--- config.mk ---
export PLATFORM = sky130hd
export DESIGN_NAME = amba_write_arbiter_flat
export DESIGN_NICKNAME = d
export VERILOG_FILES = /design/src/rtl/amba_write_arbiter_pkg.sv /design/src/rtl/amba_write_arbiter_if.sv /design/src/rtl/amba_write_arbiter_rr.sv /design/src/rtl/amba_write_arbiter.sv /design/src/flat_wrapper.sv
export SDC_FILE = /design/constraint.sdc
export NUM_CORES = 1
export LEC_CHECK = 0
export ABC_AREA = 0
export BUFFER_PORTS_ARGS = -buffer_cell sky130_fd_sc_hd__buf_2
export CAP_MARGIN = 15
export CORE_ASPECT_RATIO = 0.9
export CORE_MARGIN = 2
export CORE_UTILIZATION = 53
export CTS_BUF_LIST = sky130_fd_sc_hd__clkbuf_4 sky130_fd_sc_hd__clkbuf_8 sky130_fd_sc_hd__clkbuf_16
export CTS_CLUSTER_SIZE = 10
export DETAILED_ROUTE_END_ITERATION = 6
export GPL_TIMING_DRIVEN = 0
export PLACE_DENSITY = 0.84
export SETUP_SLACK_MARGIN = 0.05
export SYNTH_ARGS = -nofsm -noshare
export SYNTH_HDL_FRONTEND = slang
export SYNTH_HIERARCHICAL = 1
export SYNTH_SLANG_ARGS = --single-unit
--- constraint.sdc ---
create_clock -name clk -period 3.89 [get_ports clk]
set_input_delay 0.778 -clock clk [delete_from_list [all_inputs] [get_ports clk]]
set_output_delay 0.778 -clock clk [all_outputs]
set_load 0.05 [all_outputs]
--- src/rtl/amba_write_arbiter_pkg.sv ---
// Shared types and constants for the two-requester AMBA write arbiter.
// Holds the FSM state encoding, the legal register map and a saturating counter helper.
package amba_pkg;

  typedef enum logic [1:0] {
    IDLE  = 2'd0,
    ISSUE = 2'd1,
    RESP  = 2'd2,
    ERR   = 2'd3
  } arb_state_t;

  localparam logic [7:0] ADDR_CTRL    = 8'h20;
  localparam logic [7:0] ADDR_TX_SLOT = 8'h21;
  localparam logic [7:0] ADDR_RX_SLOT = 8'h22;
  localparam logic [7:0] ADDR_INT_B0  = 8'h23;
  localparam logic [7:0] ADDR_INT_B1  = 8'h24;

  function automatic logic [7:0] sat_inc8(input logic [7:0] v);
    return (v == 8'hFF) ? v : v + 8'd1;
  endfunction

endpackage

--- src/rtl/amba_write_arbiter_if.sv ---
// Bundles both requester ports and the downstream write channel of the arbiter.
// slave = arbiter view, master = requesters plus downstream target.
interface amba_write_arbiter_if;
  logic       req0_valid;
  logic [7:0] req0_addr;
  logic [7:0] req0_data;
  logic       req0_ready;
  logic       req0_err;
  logic       req1_valid;
  logic [7:0] req1_addr;
  logic [7:0] req1_data;
  logic       req1_ready;
  logic       req1_err;
  logic       m_valid;
  logic [7:0] m_addr;
  logic [7:0] m_data;
  logic       m_ready;

  modport slave (
    input  req0_valid, req0_addr, req0_data,
    input  req1_valid, req1_addr, req1_data,
    input  m_ready,
    output req0_ready, req0_err, req1_ready, req1_err,
    output m_valid, m_addr, m_data
  );

  modport master (
    output req0_valid, req0_addr, req0_data,
    output req1_valid, req1_addr, req1_data,
    output m_ready,
    input  req0_ready, req0_err, req1_ready, req1_err,
    input  m_valid, m_addr, m_data
  );
endinterface

--- src/rtl/amba_write_arbiter_rr.sv ---
// Two-way round-robin selector: on a tie the requester not granted last wins.
// Purely combinational; the last-grant pointer lives in the parent FSM.
module amba_rr_arb2 (
  input  logic valid0_i,
  input  logic valid1_i,
  input  logic last_i,
  output logic gnt_vld_o,
  output logic gnt_idx_o
);

  always_comb begin
    gnt_vld_o = valid0_i | valid1_i;
    if (valid0_i && valid1_i) gnt_idx_o = ~last_i;
    else                      gnt_idx_o = valid1_i;
  end

endmodule

--- src/rtl/amba_write_arbiter.sv ---
// Arbitrates two write requesters onto one downstream channel with address
// range checking, an ISSUE timeout and a saturating error counter.
module amba_write_arbiter
  import amba_pkg::*;
#(
  parameter int unsigned TIMEOUT_CYCLES = 16,
  parameter logic [7:0]  ADDR_MIN       = ADDR_CTRL,
  parameter logic [7:0]  ADDR_MAX       = ADDR_INT_B1
) (
  input  logic                 clk,
  input  logic                 rst_n,
  amba_write_arbiter_if.slave  bus,
  output logic                 grant_id,
  output logic                 busy,
  output logic [7:0]           err_count
);

  localparam logic [7:0] TMO_LAST = 8'(TIMEOUT_CYCLES - 1);

  arb_state_t state_q, state_d;
  logic       m_valid_q, m_valid_d;
  logic [7:0] m_addr_q, m_addr_d;
  logic [7:0] m_data_q, m_data_d;
  logic [1:0] rdy_q, rdy_d;
  logic [1:0] err_q, err_d;
  logic       grant_q, grant_d;
  logic       last_q, last_d;
  logic       busy_q, busy_d;
  logic [7:0] errcnt_q, errcnt_d;
  logic [7:0] tmo_q, tmo_d;

  logic       gnt_vld, gnt_idx;
  logic [7:0] sel_addr, sel_data;
  logic       sel_legal;

  amba_rr_arb2 u_rr (
    .valid0_i  (bus.req0_valid),
    .valid1_i  (bus.req1_valid),
    .last_i    (last_q),
    .gnt_vld_o (gnt_vld),
    .gnt_idx_o (gnt_idx)
  );

  assign sel_addr  = gnt_idx ? bus.req1_addr : bus.req0_addr;
  assign sel_data  = gnt_idx ? bus.req1_data : bus.req0_data;
  assign sel_legal = (sel_addr >= ADDR_MIN) && (sel_addr <= ADDR_MAX);

  // Outputs are registered from the next state, so each output takes the value
  // belonging to the state it enters on the same edge.
  always_comb begin
    state_d  = state_q;
    m_valid_d = m_valid_q;
    m_addr_d = m_addr_q;
    m_data_d = m_data_q;
    rdy_d    = 2'b00;
    err_d    = 2'b00;
    grant_d  = grant_q;
    last_d   = last_q;
    errcnt_d = errcnt_q;
    tmo_d    = tmo_q;
    unique case (state_q)
      IDLE: begin
        if (gnt_vld) begin
          grant_d  = gnt_idx;
          m_addr_d = sel_addr;
          m_data_d = sel_data;
          tmo_d    = 8'd0;
          if (sel_legal) begin
            state_d   = ISSUE;
            m_valid_d = 1'b1;
          end else begin
            state_d        = ERR;
            rdy_d[gnt_idx] = 1'b1;
            err_d[gnt_idx] = 1'b1;
            errcnt_d       = sat_inc8(errcnt_q);
          end
        end
      end
      ISSUE: begin
        // A handshake on the last timeout cycle still completes normally.
        if (bus.m_ready) begin
          state_d        = RESP;
          m_valid_d      = 1'b0;
          rdy_d[grant_q] = 1'b1;
        end else if (tmo_q == TMO_LAST) begin
          state_d        = ERR;
          m_valid_d      = 1'b0;
          rdy_d[grant_q] = 1'b1;
          err_d[grant_q] = 1'b1;
          errcnt_d       = sat_inc8(errcnt_q);
        end else begin
          tmo_d = tmo_q + 8'd1;
        end
      end
      RESP, ERR: begin
        state_d = IDLE;
        last_d  = grant_q;
      end
      default: state_d = IDLE;
    endcase
    busy_d = (state_d != IDLE);
  end

  always_ff @(posedge clk or negedge rst_n) begin
    if (!rst_n) begin
      state_q   <= IDLE;
      m_valid_q <= 1'b0;
      m_addr_q  <= 8'd0;
      m_data_q  <= 8'd0;
      rdy_q     <= 2'b00;
      err_q     <= 2'b00;
      grant_q   <= 1'b0;
      last_q    <= 1'b1;
      busy_q    <= 1'b0;
      errcnt_q  <= 8'd0;
      tmo_q     <= 8'd0;
    end else begin
      state_q   <= state_d;
      m_valid_q <= m_valid_d;
      m_addr_q  <= m_addr_d;
      m_data_q  <= m_data_d;
      rdy_q     <= rdy_d;
      err_q     <= err_d;
      grant_q   <= grant_d;
      last_q    <= last_d;
      busy_q    <= busy_d;
      errcnt_q  <= errcnt_d;
      tmo_q     <= tmo_d;
    end
  end

  assign bus.m_valid    = m_valid_q;
  assign bus.m_addr     = m_addr_q;
  assign bus.m_data     = m_data_q;
  assign bus.req0_ready = rdy_q[0];
  assign bus.req1_ready = rdy_q[1];
  assign bus.req0_err   = err_q[0];
  assign bus.req1_err   = err_q[1];
  assign grant_id       = grant_q;
  assign busy           = busy_q;
  assign err_count      = errcnt_q;

endmodule

--- src/flat_wrapper.sv ---
// flat-port wrapper written by rule: the top's interface ports become plain ports
module amba_write_arbiter_flat import amba_pkg::*;
#(
  parameter int unsigned TIMEOUT_CYCLES = 16,
  parameter logic [7:0]  ADDR_MIN       = ADDR_CTRL,
  parameter logic [7:0]  ADDR_MAX       = ADDR_INT_B1
)
  (clk, rst_n, grant_id, busy, err_count, bus_req0_valid, bus_req0_addr, bus_req0_data, bus_req1_valid, bus_req1_addr, bus_req1_data, bus_m_ready, bus_req0_ready, bus_req0_err, bus_req1_ready, bus_req1_err, bus_m_valid, bus_m_addr, bus_m_data);
  amba_write_arbiter_if bus_i ();
  input  logic clk;
  input  logic rst_n;
  output logic grant_id;
  output logic busy;
  output logic [7:0] err_count;
  input wire logic [$bits(bus_i.req0_valid)-1:0] bus_req0_valid;
  input wire logic [$bits(bus_i.req0_addr)-1:0] bus_req0_addr;
  input wire logic [$bits(bus_i.req0_data)-1:0] bus_req0_data;
  input wire logic [$bits(bus_i.req1_valid)-1:0] bus_req1_valid;
  input wire logic [$bits(bus_i.req1_addr)-1:0] bus_req1_addr;
  input wire logic [$bits(bus_i.req1_data)-1:0] bus_req1_data;
  input wire logic [$bits(bus_i.m_ready)-1:0] bus_m_ready;
  output wire logic [$bits(bus_i.req0_ready)-1:0] bus_req0_ready;
  output wire logic [$bits(bus_i.req0_err)-1:0] bus_req0_err;
  output wire logic [$bits(bus_i.req1_ready)-1:0] bus_req1_ready;
  output wire logic [$bits(bus_i.req1_err)-1:0] bus_req1_err;
  output wire logic [$bits(bus_i.m_valid)-1:0] bus_m_valid;
  output wire logic [$bits(bus_i.m_addr)-1:0] bus_m_addr;
  output wire logic [$bits(bus_i.m_data)-1:0] bus_m_data;
  assign bus_i.req0_valid = bus_req0_valid;
  assign bus_i.req0_addr = bus_req0_addr;
  assign bus_i.req0_data = bus_req0_data;
  assign bus_i.req1_valid = bus_req1_valid;
  assign bus_i.req1_addr = bus_req1_addr;
  assign bus_i.req1_data = bus_req1_data;
  assign bus_i.m_ready = bus_m_ready;
  assign bus_req0_ready = bus_i.req0_ready;
  assign bus_req0_err = bus_i.req0_err;
  assign bus_req1_ready = bus_i.req1_ready;
  assign bus_req1_err = bus_i.req1_err;
  assign bus_m_valid = bus_i.m_valid;
  assign bus_m_addr = bus_i.m_addr;
  assign bus_m_data = bus_i.m_data;
  amba_write_arbiter #(.TIMEOUT_CYCLES(TIMEOUT_CYCLES), .ADDR_MIN(ADDR_MIN), .ADDR_MAX(ADDR_MAX)) u_core (.clk(clk), .rst_n(rst_n), .bus(bus_i), .grant_id(grant_id), .busy(busy), .err_count(err_count));
endmodule
==> Yosys cells after proc, flatten, opt, wreduce, memory -nomap -nowiden <==
Index checks and enable logic that the tools add are counted.
{ "classes": {"n_addsub": 2, "multipliers": 0, "div": 0, "magnitude_cmp": 6, "eq_ne": 12, "shift": 0, "muxes": 34, "bitwise_logic": 2, "n_reduce_logical": 12} }
{ "op_table": {"columns": ["cell", "n"], "rows": [
  ["$mux W8", 10],
  ["$pmux W8 S2", 2],
  ["$mux W2", 9],
  ["$add A8 B1 Y8 const B", 2],
  ["$eq A8 B4 Y1 const B", 1],
  ["$eq A8 B8 Y1 const B", 1],
  ["$ge A8 B6 Y1 const B", 1],
  ["$le A8 B6 Y1 const B", 1],
  ["$pmux W2 S2", 2],
  ["$reduce_and A4 Y1", 2],
  ["$mux W1", 7],
  ["$ne A2 B1 Y1 const B", 3],
  ["$ne A2 B2 Y1 const B", 3],
  ["$pmux W2 S3", 1],
  ["$reduce_and A5 Y1", 1],
  ["$eq A2 B2 Y1 const B", 2],
  ["$logic_and A1 B1 Y1", 4],
  ["$lt A1 B2 Y1 const B", 2],
  ["$reduce_bool A2 Y1", 2],
  ["$ne A3 B2 Y1 const B", 1],
  ["$demux W1 S1", 2],
  ["$eq A2 B1 Y1 const B", 1],
  ["$ge A1 B1 Y1 const B", 2],
  ["$logic_not A2 Y1", 1],
  ["other kinds (5)", 5]
]} }
{ "word_totals": {"ff_bits": 42, "latchBits": 0, "ram_bits": 0, "romBits": 0, "input_bits": 37, "output_inout_bits": 31, "elab_cells": 79, "memories": 0} }

==> Longest topological paths before layout <==
Gate-level depths: netlist (run 1).
{ "depth": {"depth_word": 9, "depth_mapped": 6, "ltp_nobuf": 6} }

==> Hierarchy <==
Netlist (run 1), hierarchy kept.
{ "by_module_without_submodules": {"columns": ["mod", "n_inst", "cells_each", "area_per_inst_um2", "seq_area_each_um2"], "rows": [
  ["amba_write_arbiter", 1, 189, 1988.2, 1052.3],
  ["amba_rr_arb2", 1, 2, 13.8, 0.0]
]} }

==> Least setup slack after synthesis (run 1) <==
OpenSTA, ideal clock, no wires.
{ "synth_path": {"path_type": "input-to-reg", "startpoint": "in bus_req1_valid", "endpoint": "reg u_core.errcnt_q[1], in the netlist u_core/err_count[1]", "setup_time_ns": 0.125, "arrival_time_ns": 2.171, "required_ns": 3.765, "path_slack_ns": 1.594, "cell_stages": 5, "path_buffers": 0, "path_cell_list": "a21boi_1 -> mux2i_1 -> nand4_1 -> o21ai_2 -> mux2_4"} }
{ "synth_between": {"elab_chain_len": 7, "elab_cells_between_ends": 10, "cone_classes": "order compare: 2; eq/ne: 2; mux: 2; bitwise: 1; reduce/logical: 3"} }
{ "synth_lines": {"columns": ["element", "line_no", "source"], "rows": [
  ["start: declaration", "flat_wrapper.sv:18", "input wire logic [$bits(bus_i.req1_valid)-1:0] bus_req1_valid;"],
  ["$logic_and A1 B1 Y1", "amba_write_arbiter_rr.sv:13", "if (valid0_i && valid1_i) gnt_idx_o = ~last_i;"],
  ["$mux W1", "amba_write_arbiter_rr.sv:13", null],
  ["$mux W8", "amba_write_arbiter.sv:44", "assign sel_addr = gnt_idx ? bus.req1_addr : bus.req0_addr;"],
  ["$ge A8 B6 Y1 / $le A8 B6 Y1 (equally long branches)", "amba_write_arbiter.sv:46", "assign sel_legal = (sel_addr >= ADDR_MIN) && (sel_addr <= ADDR_MAX);"],
  ["$logic_and A1 B1 Y1", "amba_write_arbiter.sv:46", null],
  ["$ne A2 B2 Y1 (no source line)", null, null],
  ["$reduce_and A5 Y1 (no source line) *", null, null],
  ["end signal: assignment", "amba_write_arbiter.sv:127", "errcnt_q <= errcnt_d;"],
  ["end: declaration", "amba_write_arbiter.sv:29", "logic [7:0] errcnt_q, errcnt_d;"]
]} }
Every way passes the cells marked *; elsewhere a longest branch is shown, timed or not.
A chain may end at the register's enable or synchronous reset.

==> Worst setup path after layout (run 1) <==
{ "layout_path": {"startpoint": "in bus_req1_valid", "endpoint": "reg u_core.errcnt_q[1], in the netlist u_core/err_count[1]"} }
{ "layout_between": {"elab_chain_len": 7, "elab_cells_between_ends": 10, "cone_classes": "order compare: 2; eq/ne: 2; mux: 2; bitwise: 1; reduce/logical: 3"} }
{ "layout_lines": {"columns": ["element", "line_no", "source"], "rows": [
  ["$logic_and A1 B1 Y1", "amba_write_arbiter_rr.sv:13", null],
  ["$mux W1 *", "amba_write_arbiter_rr.sv:13", null],
  ["net u_core.gnt_idx", "amba_write_arbiter.sv:32", "logic gnt_vld, gnt_idx;"],
  ["$mux W8 *", "amba_write_arbiter.sv:44", null],
  ["$ge A8 B6 Y1 / $le A8 B6 Y1 (equally long branches)", "amba_write_arbiter.sv:46", null],
  ["$logic_and A1 B1 Y1 *", "amba_write_arbiter.sv:46", null],
  ["$ne A2 B2 Y1 (no source line) *", null, null],
  ["$reduce_and A5 Y1 (no source line) *", null, null]
]} }
The timed path passes the listed nets; every way through them passes the cells marked *.

==> flow_metrics.tcl, run 1 <==
set metrics [dict create \
    max-slew-margin-rel_pct 41.5 \
    boundaryPins 68 \
    cts_repair_resize_count 0 \
    die_y_um 62.3 \
    drv_slew 0 \
    synth_most_common_cell "sky130_fd_sc_hd__dfrtp_1" \
    crit_fanout 10 \
    gpl.final_weighted_congestion 0.841 \
    h-tree-depth 2 \
    post-route-cell-area_sq_um 2510 \
    die_width_um 68.8 \
    timing.setup.tns_ns 0 \
    cts_made_buffers 5 \
    ys_top_cells_by_count "sky130_fd_sc_hd__dfrtp_1, sky130_fd_sc_hd__nor2_1, sky130_fd_sc_hd__a21oi_1" \
    die_area_sq_um 4290 \
    power.leakage_nw 1.19 \
    worst-endpoint-required_ns 4.08 \
    globalRoute.totalOverflow 0 \
    timing.critical_path.cells "buf_2, a21boi_1, mux2i_1, nand4_1, o21ai_2, mux2_4" \
    wl_per_cell_um 13.7 \
    flow.area_growth_from_synthesis_pct 25.3 \
    layout_net_count 304 \
    dr.pass1.iters 4 \
    grt_pass1_vias 1669 \
    worst_hold_slack_ns 0.508 \
    detailedPlacementHpwl_mm 3.10 \
    synth-main-ff-cell "sky130_fd_sc_hd__dfrtp_1" \
    synth_area_sq_um 2000 \
    clk_path_buf_depth 2 \
    hold_viol_final 0 \
    rsz0062_at_grt "no" \
    grt_start_max_net_pins 43 \
    worst-slew-pin-transition_ns 0.877 \
    placed_area_sq_um 2390 \
    timing.critical_path.slowest_stage_cell "sky130_fd_sc_hd__nand4_1" \
    detail_route.vias_per_cell 5.36 \
    power_per_cell_area_nw_per_um2 847 \
    drive_above_1_share_pct 32.7 \
    cts_tree "done" \
    postSynthCellCount 191 \
    total_core_area_sq_um 3680 \
    netlist_top_cells_area "sky130_fd_sc_hd__dfrtp_1, sky130_fd_sc_hd__mux2i_1, sky130_fd_sc_hd__nor2_1" \
    timing.critical_path.slowest_cell_delay_ns 0.44 \
    outcome "complete, no violations" \
    numClockSinks 42 \
    worstSkewPairLatency_ns 0.30 \
    timing.max_cap.violations 0 \
    startpoint_type "input port" \
    core.rowCount 21 \
    finalCriticalPeriod_ns 2.50 \
    netlist.area_leader.share_pct 51.2 \
    drtIter0Drc 61 \
    post_synth_num_cell_types 36 \
    synth-edff-count 0 \
    clock_slew_at_the_register_clock_pins_of_the_worst_setup_and_hold_paths_ns 0.08 \
    synth.net_count 230 \
    post-cts-setup-buffers 0 \
    max_vdd_drop_v 0.000608 \
    n_antenna_cell 0 \
    max_freq_mhz 400 \
    ys_seq_area_share_pct 52.6 \
    via_count 1671 \
    r2r_path_start "u_core/last_q" \
    port_buffers 67 \
    worst_setup_path_startpoint "bus_req1_valid" \
    yosysWarningCount 6 \
    drc_errors 0 \
    syn_avg_cell_area_sq_um 10.5 \
    cts_root_buffer "sky130_fd_sc_hd__clkbuf_8" \
    min_period_over_period_pct 64.2 \
    antenna_found_initial 0 \
    hold_depth 1 \
    postRouteWirelength_mm 4.27 \
    ys_async_sr_fraction_pct 100 \
    synthDominantAreaCellType "sky130_fd_sc_hd__dfrtp_1" \
    endpoint_of_the_worst_register_to_register_path "u_core/err_count[1]" \
    worst_hold_path_type "reg -> reg" \
    setup_failing_eps_final 0 \
    start_util_pct 54.4 \
    worstSetupPathType "in -> reg" \
    ff2ff_path_depth 5 \
    grt_first_pass_wirelength_mm 7.35 \
    final.setup_skew_ns 0.00445 \
    postSynthRegisterBits 42 \
    track_usage_pct 22.7 \
    worst_setup_path_end_kind "flip-flop" \
    drtAntennaViolNets 0 \
    arrival_ns 2.69 \
    crit_path_end "u_core/err_count[1]" \
    cts_hold_repair.buffers 0 \
    reg2reg_setup_slack_ns 1.59 \
    final.fill_count 294 \
]
==> report_power, final <==
part           leakage, nW  internal (mW)  switching [mW]
Sequential           0.515          0.595           0.103
Combinational        0.627          0.280           0.801
Clock               0.0504          0.191           0.154
==> registers in the layout (all words and copies together) (netlist names) <==
signal,cells
u_core/rdy_q,2
u_core/bus.m_data,8
u_core/bus.m_valid,1
u_core/tmo_q,8
u_core/err_count,8
u_core/bus.m_addr,8
u_core/state_q,2
u_core/err_q,2
u_core/grant_id,1
u_core/last_q,1
u_core/busy,1
==> metrics by stage <==
stage,util [%],cells,power (mW),setup WS (ns)
floorplan,-,191,1.52,1.59
global placement,65.1,304,1.76,1.11
detailed placement,65.1,304,1.78,1.11
CTS,68.2,312,2.14,1.41
global route,68.2,312,2.26,1.26
finish,68.2,312,2.12,1.39
==> area by class of cell <==
class,instances,area (sq um),share of cell area (%)
buffer,8,31.3,1.25
clock buffer,5,68.8,2.74
clock inverter,3,45.0,1.80
inverter,1,3.75,0.150
multi-input combinational,140,915,36.5
sequential,42,1050,41.9
tap,46,57.6,2.29
timing repair buffer,67,335,13.4
==> worst min-delay path by stage <==
stage	startpoint	to
2_1_floorplan	rst_n	u_core/bus.m_addr[0]
3_3_place_gp	u_core/err_count[6]	u_core/err_count[6]
3_5_place_dp	u_core/err_count[6]	u_core/err_count[6]
4_1_cts	u_core/err_count[6]	u_core/err_count[6]
5_1_grt	u_core/err_count[7]	u_core/err_count[7]
6_report	u_core/err_count[7]	u_core/err_count[7]
==> cells by family after synthesis <==
group,synth area share [%]
mux,9.37
fa+ha+maj,1.25
xor+xnor,5.69
buf+inv,1.75
flops,52.6
simple gates,17.3
compound gates,12.1
==> cells in the final DEF (no fill, tap or decap), drive strengths merged, types with 2 or more instances in the layout <==
cell | netlist | layout
ha | 2 | 2
o211ai | 8 | 8
o22ai | 4 | 4
mux2 | 3 | 3
and3 | 6 | 6
o21ai | 7 | 7
a21oi | 18 | 18
xnor2 | 10 | 10
nor4b | 2 | 2
nand3 | 8 | 8
nand4 | 3 | 3
nor2 | 29 | 29
mux2i | 15 | 15
nor2b | 3 | 3
nand2 | 8 | 8
nor3b | 2 | 2
clkbuf | 6 | 11
xor2 | 3 | 3
clkinvlp | 0 | 2
dfrtp | 41 | 41
buf | 2 | 69
or2 | 4 | 4
==> routing by layer <==
layer / routed length (um) / GRT usage (%) / up-vias
met1: 1860 / 29.8 / 780
met3: 324 / 6.88 / 7
met5: 0 / 0 / -
met4: 66 / 8.58 / 0
met2: 2010 / 35.1 / 61
li1: - / - / 823
==> worst max-delay path, delay by kind of cell <==
| kind | cells | cell delay (ns) |
|---|---|---|
| AO/OA/AOI/OAI | 2 | 0.76 |
| multiplexers | 2 | 0.63 |
| AND/OR/NAND/NOR | 1 | 0.44 |
| buffers and inverters | 1 | 0.08 |
Power figures use the tool's default switching activity.
==> inputs of run 2 (changes only) <==
- CORE_UTILIZATION: 53 -> 50
- PLACE_DENSITY: 0.84 -> 0.8
- clock period: 3.89 -> 2.5 ns (I/O delays scaled with it)
==> run 2 against run 1 <==
  * Clock skew rose by 0.0037 ns
  * Clock-buffer cell count rose by 2
  * Die area rose by 5.6%
  * Sequential share of layout area did not move
  * Final cell count did not move
  * Sequential power rose by 55%
  * Total power rose by 55%
  * Non-clock buffer count did not move
  * Combinational power rose by 56%
  * Wire length rose by 0.23%
==> flow_metrics.tcl, run 2 (synthesis gave the netlist of run 1 again) <==
set metrics [dict create \
    outcome "complete, no violations" \
    port_buffers 67 \
    wl_per_cell_um 13.7 \
    worst_hold_path_type "in -> async" \
    final.fill_count 319 \
    drtAntennaViolNets 0 \
    power.leakage_nw 1.20 \
    layout_net_count 304 \
    clock_slew_at_the_register_clock_pins_of_the_worst_setup_and_hold_paths_ns 0.08 \
    timing.critical_path.cells "a21boi_1, buf_2, o211ai_1, nand4_1, o21ai_2, mux2_4" \
    die_y_um 64.0 \
    power_per_cell_area_nw_per_um2 1320 \
    grt_pass1_vias 1629 \
    rsz0062_at_grt "no" \
    clk_path_buf_depth 2 \
    drtIter0Drc 108 \
    track_usage_pct 20.4 \
    drv_slew 0 \
    post-cts-setup-buffers 0 \
    die_width_um 70.7 \
    globalRoute.busiestLayer "met2" \
    postRouteWirelength_mm 4.28 \
    die_area_sq_um 4530 \
    cts_repair_resize_count 0 \
    final_cell_mix "sky130_fd_sc_hd__buf_2, sky130_fd_sc_hd__dfrtp_1, sky130_fd_sc_hd__nor2_1" \
    timing.max_cap.violations 0 \
    globalRoute.totalOverflow 0 \
    cts_tree "done" \
    most_common_cell_after_layout_fill_and_taps_aside "sky130_fd_sc_hd__buf_2" \
    h-tree-depth 2 \
    detail_route.vias_per_cell 5.50 \
    ff_latch_area_sq_um 1050 \
    cts_hold_repair.buffers 0 \
    worstSetupPathType "reg -> reg" \
    setup_failing_eps_final 0 \
    grt_start_max_net_pins 43 \
    finalCriticalPeriod_ns 2.23 \
    min_period_over_period_pct 89.3 \
    timing.setup.tns_ns 0 \
    arrival_ns 2.41 \
    worst_setup_path_end_kind "flip-flop" \
    grt_first_pass_wirelength_mm 7.30 \
    gpl.final_weighted_congestion 0.764 \
    startpoint_type "flip-flop" \
    worst-slew-pin-transition_ns 0.912 \
    final.setup_skew_ns 0.00817 \
    met3_track_usage_gr_pct 5.84 \
    total_core_area_sq_um 3780 \
    core.rowCount 21 \
    via_count 1717 \
    cts_made_buffers 5 \
    drive_above_1_share_pct 32.7 \
    crit_fanout 10 \
    placed_area_sq_um 2390 \
    drc_errors 0 \
    max_vdd_drop_v 0.000870 \
    timing.critical_path.slowest_stage_cell "sky130_fd_sc_hd__dfstp_2" \
    dr.pass1.iters 4 \
    n_antenna_cell 0 \
    antenna_found_initial 0 \
    hold_viol_final 0 \
    detailedPlacementHpwl_mm 3.19 \
    timing.final.ws_setup_ns 0.268 \
    cp.buffers_inverters 1 \
    timing.critical_path.slowest_cell_delay_ns 0.53 \
    numClockSinks 42 \
    max_freq_mhz 448 \
    max-slew-margin-rel_pct 39.2 \
    post-route-cell-area_sq_um 2510 \
    combined_area_of_the_multi_input_logic_cells_sq_um 915 \
    worst-endpoint-required_ns 2.68 \
    met1_global_route_usage_pct 28.0 \
    cp_top_delay_family "compound AO/OA/AOI/OAI gates" \
    flow.area_growth_from_synthesis_pct 25.3 \
    met2_usage_pct 31.4 \
    preCtsSetupSlack_ns 0.0562 \
    cts_root_buffer "sky130_fd_sc_hd__clkbuf_8" \
    start_util_pct 52.9 \
    worstSkewPairLatency_ns 0.29 \
    boundaryPins 68 \
]
run 2: cell count changes in the layout (fill, tap and decap cells not counted), sizes merged:
cell,before,now
clkinvlp,2,0
clkbuf,11,13
run 2: final timing paths:
| kind | from | endpoint | slack, ns | depth (start not counted) |
|---|---|---|---|---|
| max in group asynchronous | rst_n | u_core/tmo_q[0] | 1.59 | 1 |
| worst min-delay path | rst_n | u_core/bus.m_valid | 0.35 | 1 |
| min in group clk | bus_m_ready | u_core/err_q[1] | 0.49 | 2 |
| worst max register to register | u_core/last_q | u_core/err_count[1] | 0.27 | 6 |
| worst max-delay path | u_core/last_q | u_core/err_count[1] | 0.27 | 6 |
| worst min register to register | u_core/err_count[6] | u_core/err_count[6] | 0.49 | 1 |
run 2: final cells by class:
class,count,share of cell area [%]
inverter,1,0.150
multi-input combinational,140,36.5
tap,46,2.29
clock buffer,7,3.34
buffer,8,1.25
timing repair buffer,67,13.4
sequential,42,41.9
clock inverter,1,1.20
run 2: worst register-to-register path: cells and delay by family, from the launching register on:
family / cells / cell delay [ns]
AOI/OAI and AO/OA: 3 / 0.60
DFF: 1 / 0.53
and+or+nand+nor: 1 / 0.42
muxes: 1 / 0.32
buffers and inverters: 1 / 0.25
run 2: power breakdown:
part           internal, mW  switching, mW
logic                 0.435           1.24
registers             0.927          0.155
clock network         0.321          0.219
run 2: through the flow:
stage               hold WS [ns]  std cells  power [mW]  util [%]
floorplan                  0.204        191        2.36         -
global placement           0.486        304        2.75      63.3
detailed placement         0.485        304        2.78      63.3
CTS                        0.365        312        3.32      66.3
global route               0.419        312        3.51      66.3
finish                     0.346        312        3.30      66.3
run 2: metal layers:
| metal | vias up | wire (um) |
|---|---|---|
| met5 | - | 0 |
| met3 | 5 | 399 |
| met4 | 0 | 49 |
| met1 | 812 | 1900 |
| li1 | 825 | - |
| met2 | 75 | 1930 |
